File: src/rtl/alu_cmd_driver.sv
// Initiator for the 4-bit ALU: accepts a command, drives the ALU, waits a settle interval,
// captures and flag-masks the result, then hands it downstream. Optional sweep mode: ALU_DRV_SWEEP_EN.
module alu_cmd_driver #(
    parameter int unsigned SETTLE_CYCLES = 1,
    parameter int unsigned COUNT_W       = 8
) (
    input  logic               clk,
    input  logic               rst,
    input  logic               cmd_valid,
    output logic               cmd_ready,
    input  logic [3:0]         cmd_a,
    input  logic [3:0]         cmd_b,
    input  logic [2:0]         cmd_func,
    input  logic               cmd_sweep,
    output logic [3:0]         alu_a,
    output logic [3:0]         alu_b,
    output logic [2:0]         alu_func,
    input  logic [3:0]         alu_s,
    input  logic               alu_eq,
    input  logic               alu_lt,
    input  logic               alu_ovf,
    input  logic               alu_carry,
    output logic               res_valid,
    input  logic               res_ready,
    output logic [3:0]         res_s,
    output logic [3:0]         res_flags,
    output logic [2:0]         res_func,
    output logic               busy,
    output logic [COUNT_W-1:0] op_count
);

    localparam int unsigned DATA_W = 4;
    localparam int unsigned FUNC_W = 3;
    localparam int unsigned FLAG_W = 4;
    localparam int unsigned CNT_W  = 4;
    localparam logic [CNT_W-1:0]  SETTLE_LOAD = CNT_W'(SETTLE_CYCLES - 1);
    localparam logic [FUNC_W-1:0] FUNC_LAST   = 3'b111;

    typedef enum logic [1:0] {
        S_IDLE,
        S_SETTLE,
        S_RESULT
    } state_t;

    state_t              r_state;
    logic [CNT_W-1:0]    r_cnt;
    logic                r_cmd_ready;
    logic [DATA_W-1:0]   r_alu_a;
    logic [DATA_W-1:0]   r_alu_b;
    logic [FUNC_W-1:0]   r_alu_func;
    logic                r_res_valid;
    logic [DATA_W-1:0]   r_res_s;
    logic [FLAG_W-1:0]   r_res_flags;
    logic [FUNC_W-1:0]   r_res_func;
    logic                r_busy;
    logic [COUNT_W-1:0]  r_op_count;

    logic [DATA_W-1:0]   w_cap_s;
    logic [FLAG_W-1:0]   w_cap_flags;
    logic                w_sweep_more;
    logic [FUNC_W-1:0]   w_start_func;

`ifdef ALU_DRV_SWEEP_EN
    logic r_sweep;
    assign w_sweep_more = r_sweep && (r_alu_func != FUNC_LAST);
    assign w_start_func = cmd_sweep ? FUNC_W'(0) : cmd_func;
`else
    logic w_unused_sweep;
    assign w_unused_sweep = cmd_sweep;
    assign w_sweep_more   = 1'b0;
    assign w_start_func   = cmd_func;
`endif

    // The ALU keeps stale flags between ops, so only flags meaningful for the opcode pass through.
    always_comb begin
        w_cap_s     = alu_s;
        w_cap_flags = '0;
        case (r_alu_func)
            3'b000, 3'b001: w_cap_flags = {alu_carry, alu_ovf, 2'b00};
            3'b110: begin
                w_cap_s     = '0;
                w_cap_flags = {2'b00, alu_lt, 1'b0};
            end
            3'b111: begin
                w_cap_s     = '0;
                w_cap_flags = {3'b000, alu_eq};
            end
            default: ;
        endcase
    end

    always_ff @(posedge clk or negedge rst) begin
        if (!rst) begin
            r_state     <= S_IDLE;
            r_cnt       <= '0;
            r_cmd_ready <= 1'b1;
            r_alu_a     <= '0;
            r_alu_b     <= '0;
            r_alu_func  <= '0;
            r_res_valid <= 1'b0;
            r_res_s     <= '0;
            r_res_flags <= '0;
            r_res_func  <= '0;
            r_busy      <= 1'b0;
            r_op_count  <= '0;
`ifdef ALU_DRV_SWEEP_EN
            r_sweep     <= 1'b0;
`endif
        end else begin
            case (r_state)
                S_IDLE: begin
                    if (cmd_valid && r_cmd_ready) begin
                        r_alu_a     <= cmd_a;
                        r_alu_b     <= cmd_b;
                        r_alu_func  <= w_start_func;
                        r_cnt       <= SETTLE_LOAD;
                        r_cmd_ready <= 1'b0;
                        r_busy      <= 1'b1;
                        r_state     <= S_SETTLE;
`ifdef ALU_DRV_SWEEP_EN
                        r_sweep     <= cmd_sweep;
`endif
                    end
                end
                S_SETTLE: begin
                    if (r_cnt == '0) begin
                        r_res_s     <= w_cap_s;
                        r_res_flags <= w_cap_flags;
                        r_res_func  <= r_alu_func;
                        r_res_valid <= 1'b1;
                        r_state     <= S_RESULT;
                    end else begin
                        r_cnt <= r_cnt - CNT_W'(1);
                    end
                end
                S_RESULT: begin
                    if (res_ready) begin
                        r_res_valid <= 1'b0;
                        r_op_count  <= r_op_count + COUNT_W'(1);
                        if (w_sweep_more) begin
                            r_alu_func <= r_alu_func + FUNC_W'(1);
                            r_cnt      <= SETTLE_LOAD;
                            r_state    <= S_SETTLE;
                        end else begin
                            r_cmd_ready <= 1'b1;
                            r_busy      <= 1'b0;
                            r_state     <= S_IDLE;
                        end
                    end
                end
                default: r_state <= S_IDLE;
            endcase
        end
    end

    assign cmd_ready = r_cmd_ready;
    assign alu_a     = r_alu_a;
    assign alu_b     = r_alu_b;
    assign alu_func  = r_alu_func;
    assign res_valid = r_res_valid;
    assign res_s     = r_res_s;
    assign res_flags = r_res_flags;
    assign res_func  = r_res_func;
    assign busy      = r_busy;
    assign op_count  = r_op_count;

endmodule

File: config.mk
export PLATFORM = sky130hd
export DESIGN_NAME = alu_cmd_driver
export DESIGN_NICKNAME = d
export VERILOG_FILES = /design/src/rtl/alu_cmd_driver.sv
export SDC_FILE = /design/constraint.sdc
export NUM_CORES = 1
export LEC_CHECK = 0
export ABC_AREA = 1
export CAP_MARGIN = 15
export CELL_PAD_IN_SITES_DETAIL_PLACEMENT = 1
export CELL_PAD_IN_SITES_GLOBAL_PLACEMENT = 1
export CORE_UTILIZATION = 33
export DETAILED_ROUTE_END_ITERATION = 12
export PLACE_DENSITY_LB_ADDON = 0.1
export SKIP_CTS_REPAIR_TIMING = 1
export SYNTH_ARGS = -nofsm -noshare
export SYNTH_HDL_FRONTEND = slang
export SYNTH_SLANG_ARGS = --single-unit
File: constraint.sdc
create_clock -name clk -period 1.64 [get_ports clk]
set_clock_uncertainty 0.15 [all_clocks]
set_input_delay 0.328 -clock clk [delete_from_list [all_inputs] [get_ports clk]]
set_output_delay 0.328 -clock clk [all_outputs]
set_load 0.01 [all_outputs]
==> report_table.html <==
<table>
<tr><th>Metric</th><th>Value</th></tr>
<tr><th colspan="2">Synth</th></tr>
<tr><td>Sequential fraction of the synthesis area</td><td>57.51%</td></tr>
<tr><td>Post-synthesis instance area</td><td>0.001699 mm^2</td></tr>
<tr><td>Post-Syn Instances</td><td>191</td></tr>
<tr><td>Number of distinct library cells after synthesis</td><td>23</td></tr>
<tr><td>Total number of yosys warnings</td><td>0</td></tr>
<tr><td>Top-area cell type share of the netlist area</td><td>55.96%</td></tr>
<tr><td>Avg Inst Size Synth</td><td>8.896 um^2</td></tr>
<tr><td>Cell type with the highest aggregate area in the netlist</td><td>sky130_fd_sc_hd__dfrtp_1</td></tr>
<tr><td>Number of synthesized register bits</td><td>39</td></tr>
<tr><td>Syn Nets</td><td>217</td></tr>
<tr><td>Synth area leaders</td><td>sky130_fd_sc_hd__dfrtp_1, sky130_fd_sc_hd__nand2_1, sky130_fd_sc_hd__inv_1</td></tr>
<tr><th colspan="2">Run status</th></tr>
<tr><td>Run status</td><td>finished, final reports clean</td></tr>
<tr><th colspan="2">Cells and area</th></tr>
<tr><td>Fraction of final layout cells with drive strength greater than 1</td><td>12.83%</td></tr>
<tr><td>Core occupancy in the finished layout</td><td>53.32%</td></tr>
<tr><td>Number of standard cells in the layout, taps in and fillers out</td><td>332</td></tr>
<tr><td>Fillcell total</td><td>564</td></tr>
<tr><td>Antenna diode instance count</td><td>0</td></tr>
<tr><td>Net count of the finished layout</td><td>290</td></tr>
<tr><td>Area Overhead vs Synth</td><td>52.14%</td></tr>
<tr><th colspan="2">Die</th></tr>
<tr><td>Die boundary height</td><td>73.76 um</td></tr>
<tr><td>Io pins</td><td>57</td></tr>
<tr><td>Die Span X</td><td>73.76 um</td></tr>
<tr><td>Die outline area</td><td>0.005440 mm^2</td></tr>
<tr><td>Core outline area</td><td>0.004848 mm^2</td></tr>
<tr><td>Initial Util</td><td>35.05%</td></tr>
<tr><td>Site Rows</td><td>25</td></tr>
<tr><th colspan="2">Critical path</th></tr>
<tr><td>CP Data Required Time</td><td>1.66 ns</td></tr>
<tr><td>Kind of launch point of the worst setup path</td><td>flop</td></tr>
<tr><td>Worst-case reg-to-reg path depth</td><td>7</td></tr>
<tr><td>Crit path max fanout</td><td>18</td></tr>
<tr><td>Crit path capture</td><td>res_flags[3]$_DFFE_PN0P_</td></tr>
<tr><td>Data arrival, critical path</td><td>1.53 ns</td></tr>
<tr><td>Worst reg-to-reg setup slack</td><td>0.14 ns</td></tr>
<tr><td>Source of the worst register-to-register timing path</td><td>r_cnt[1]$_DFFE_PN0P_</td></tr>
<tr><td>Launching instance or port of the critical path</td><td>r_cnt[1]$_DFFE_PN0P_</td></tr>
<tr><td>Critical setup path kind</td><td>reg2reg</td></tr>
<tr><td>Endpoint kind of the worst setup timing path</td><td>flop</td></tr>
<tr><td>Critical R2R Capture</td><td>res_flags[3]$_DFFE_PN0P_</td></tr>
<tr><th colspan="2">Detailed routing</th></tr>
<tr><td>Mean routed wirelength per cell</td><td>13.42 um</td></tr>
<tr><td>DRC violation total after the first TritonRoute iteration</td><td>48</td></tr>
<tr><td>Via-to-Cell Ratio</td><td>4.491</td></tr>
<tr><td>Antenna Nets Post-Route</td><td>0</td></tr>
<tr><td>First-pass DRT Iterations</td><td>4</td></tr>
<tr><td>DRC violation count after routing</td><td>0</td></tr>
<tr><td>Detailed Route WL</td><td>4.454 mm</td></tr>
<tr><td>Total via count after detailed routing</td><td>1491</td></tr>
<tr><th colspan="2">Clock tree</th></tr>
<tr><td>Buffer levels on the longest clock path</td><td>2</td></tr>
<tr><td>Register clock-pin slew on the reported worst setup and hold paths</td><td>0.08 ns</td></tr>
<tr><td>Insertion delay to the later sink of the worst-skew pair</td><td>0.29 ns</td></tr>
<tr><td>Sink count of the clock tree</td><td>39</td></tr>
<tr><td>Clock tree from TritonCTS</td><td>built</td></tr>
<tr><td>Root Buffer Master</td><td>sky130_fd_sc_hd__clkbuf_8</td></tr>
<tr><td>Clock H-tree levels</td><td>2</td></tr>
<tr><td>CTS Buf Count</td><td>5</td></tr>
<tr><th colspan="2">Power</th></tr>
<tr><td>Power Density</td><td>648.7 mW/mm^2</td></tr>
<tr><td>Largest voltage drop on the vdd net</td><td>0.3110 mV</td></tr>
<tr><td>Leakage dissipation</td><td>1.644 nW</td></tr>
<tr><th colspan="2">Placed design</th></tr>
<tr><td>Count of buffers from port buffering</td><td>55</td></tr>
<tr><td>Cell count after placement</td><td>320</td></tr>
<tr><td>HPWL after detailed placement</td><td>3.253 mm</td></tr>
<tr><td>Final Wtd Congestion</td><td>0.7845</td></tr>
<tr><th colspan="2">Global routing</th></tr>
<tr><td>Grt ovf</td><td>0</td></tr>
<tr><td>Pin count of the biggest net entering global routing</td><td>20</td></tr>
<tr><td>Global-route wire length before repair</td><td>7.079 mm</td></tr>
<tr><td>Global-route usage over all layers</td><td>17.51%</td></tr>
<tr><td>Antenna violations before repair</td><td>0</td></tr>
<tr><td>Vias in the first global route</td><td>1537</td></tr>
<tr><th colspan="2">STA</th></tr>
<tr><td>Crit path time final</td><td>1.503 ns</td></tr>
<tr><td>RSZ-0062 raised after global routing</td><td>false</td></tr>
<tr><td>Final worst-path cycle share</td><td>91.65%</td></tr>
<tr><td>Pins Over Slew Limit</td><td>0</td></tr>
<tr><td>Final hold vios</td><td>0</td></tr>
<tr><td>Total setup violations reported at the end of the flow</td><td>0</td></tr>
<tr><td>Worst slew margin</td><td>80.70%</td></tr>
<tr><td>Worst Tran Pin Value</td><td>0.2895 ns</td></tr>
<tr><td>Worst Hold Margin</td><td>0.3175 ns</td></tr>
<tr><td>Max frequency</td><td>665.3 MHz</td></tr>
<tr><th colspan="2">Hold path</th></tr>
<tr><td>Class of the most critical hold timing path</td><td>in2async</td></tr>
<tr><th colspan="2">Flow run</th></tr>
<tr><td>Max-cap check violation count</td><td>0</td></tr>
</table>
==> cell usage after synthesis (all sizes together) <==
library cell	count
buf	3
nand4	3
nand3b	1
o21ai	17
nand2	62
o31ai	1
a21oi	3
xor2	3
xnor2	1
nand3	17
nor2	11
dfrtp	38
dfstp	1
inv	28
ha	2
==> worst min-delay path by stage <==
stage                     start                    end  slack, ns  cells after the start
after floorplan             rst   alu_a[0]$_DFFE_PN0P_      -0.12                      0
after global placement      rst   res_s[1]$_DFFE_PN0P_       0.07                      1
after detailed placement    rst   res_s[1]$_DFFE_PN0P_       0.08                      1
after CTS                   rst   res_s[1]$_DFFE_PN0P_      -0.24                      1
after global routing        rst  res_valid$_DFFE_PN0P_       0.33                      2
final                       rst   res_s[1]$_DFFE_PN0P_       0.32                      2
==> layout make-up <==
type,instances,area (um^2),share of cell area [%]
flip-flops and latches,39,978.4,37.85
well taps,67,83.83,3.243
clock inverters,1,5.005,0.1936
repair buffers,69,735.7,28.46
multi-input cells,121,598.1,23.14
clock buffers,7,76.32,2.953
inverters,28,107.6,4.163
==> stage by stage <==
stage          area, um^2  power [mW]  setup TNS [ns]  setup slack [ns]
2_1_floorplan        1699      0.9850               0            0.1202
6_report             2585       1.677               0            0.1369
4_1_cts              2464       1.702          -1.920           -0.2408
3_5_place_dp         2382       1.063         -0.1738          -0.03296
5_1_grt              2585       1.748               0           0.01292
3_3_place_gp         2382       1.061       -0.003675         -0.003675
==> cell families after synthesis <==
family / share of synthesized area [%]
buffers and inverters: 7.585
xor gates and xnor gates: 2.062
DFF: 57.51
adders and majority gates: 1.473
AOI/OAI and AO/OA: 6.996
and+or+nand+nor: 24.37
==> routing by layer <==
metal / routed length [um] / GRT usage [%] / vias up
li1: - / - / 745
met4: 75 / 6.410 / 0
met3: 226 / 4.801 / 8
met1: 1989 / 20.67 / 692
met2: 2163 / 30.28 / 46
met5: 0 / 0 / -
==> where the power goes <==
group          total (mW)  leakage, nW  internal [mW]  switching, mW
logic              0.0829         1.13         0.0511         0.0318
clock network       0.633       0.0422          0.299          0.334
registers           0.961        0.477          0.961              0
total                1.68         1.64           1.31          0.366
==> critical path, cell delays in order (launching register included) <==
cell and delay (ns):
sky130_fd_sc_hd__dfrtp_1 0.38, sky130_fd_sc_hd__inv_1 0.07, sky130_fd_sc_hd__ha_1 0.20, sky130_fd_sc_hd__nand3_2 0.13, sky130_fd_sc_hd__nor2_4 0.17, sky130_fd_sc_hd__inv_4 0.11, sky130_fd_sc_hd__nand2_1 0.09, sky130_fd_sc_hd__o21ai_0 0.08
==> cell usage in the layout, fill, tap and decap left out, types with 3 or more instances in the layout <==
master,synthesis,layout
sky130_fd_sc_hd__nand2_1,62,62
sky130_fd_sc_hd__dfrtp_1,38,37
sky130_fd_sc_hd__dlymetal6s2s_1,0,33
sky130_fd_sc_hd__inv_1,25,25
sky130_fd_sc_hd__clkdlybuf4s50_1,0,21
sky130_fd_sc_hd__nand3_1,16,15
sky130_fd_sc_hd__o21ai_0,14,13
sky130_fd_sc_hd__buf_4,0,13
sky130_fd_sc_hd__nor2_1,8,8
sky130_fd_sc_hd__clkbuf_8,0,5
sky130_fd_sc_hd__o21ai_2,3,3
sky130_fd_sc_hd__xor2_1,3,3
sky130_fd_sc_hd__a21oi_1,3,3
==> sequential cells by signal, summed over array words and instances, names as in the netlist <==
| signal | flops |
|---|---|
| res_flags | 4 |
| res_valid | 1 |
| alu_func | 3 |
| res_func | 3 |
| op_count | 8 |
| cmd_ready | 1 |
| res_s | 4 |
| alu_a | 4 |
| busy | 1 |
| r_state | 2 |
| alu_b | 4 |
| r_cnt | 4 |
No activity file was read; power rests on OpenSTA's default activity.
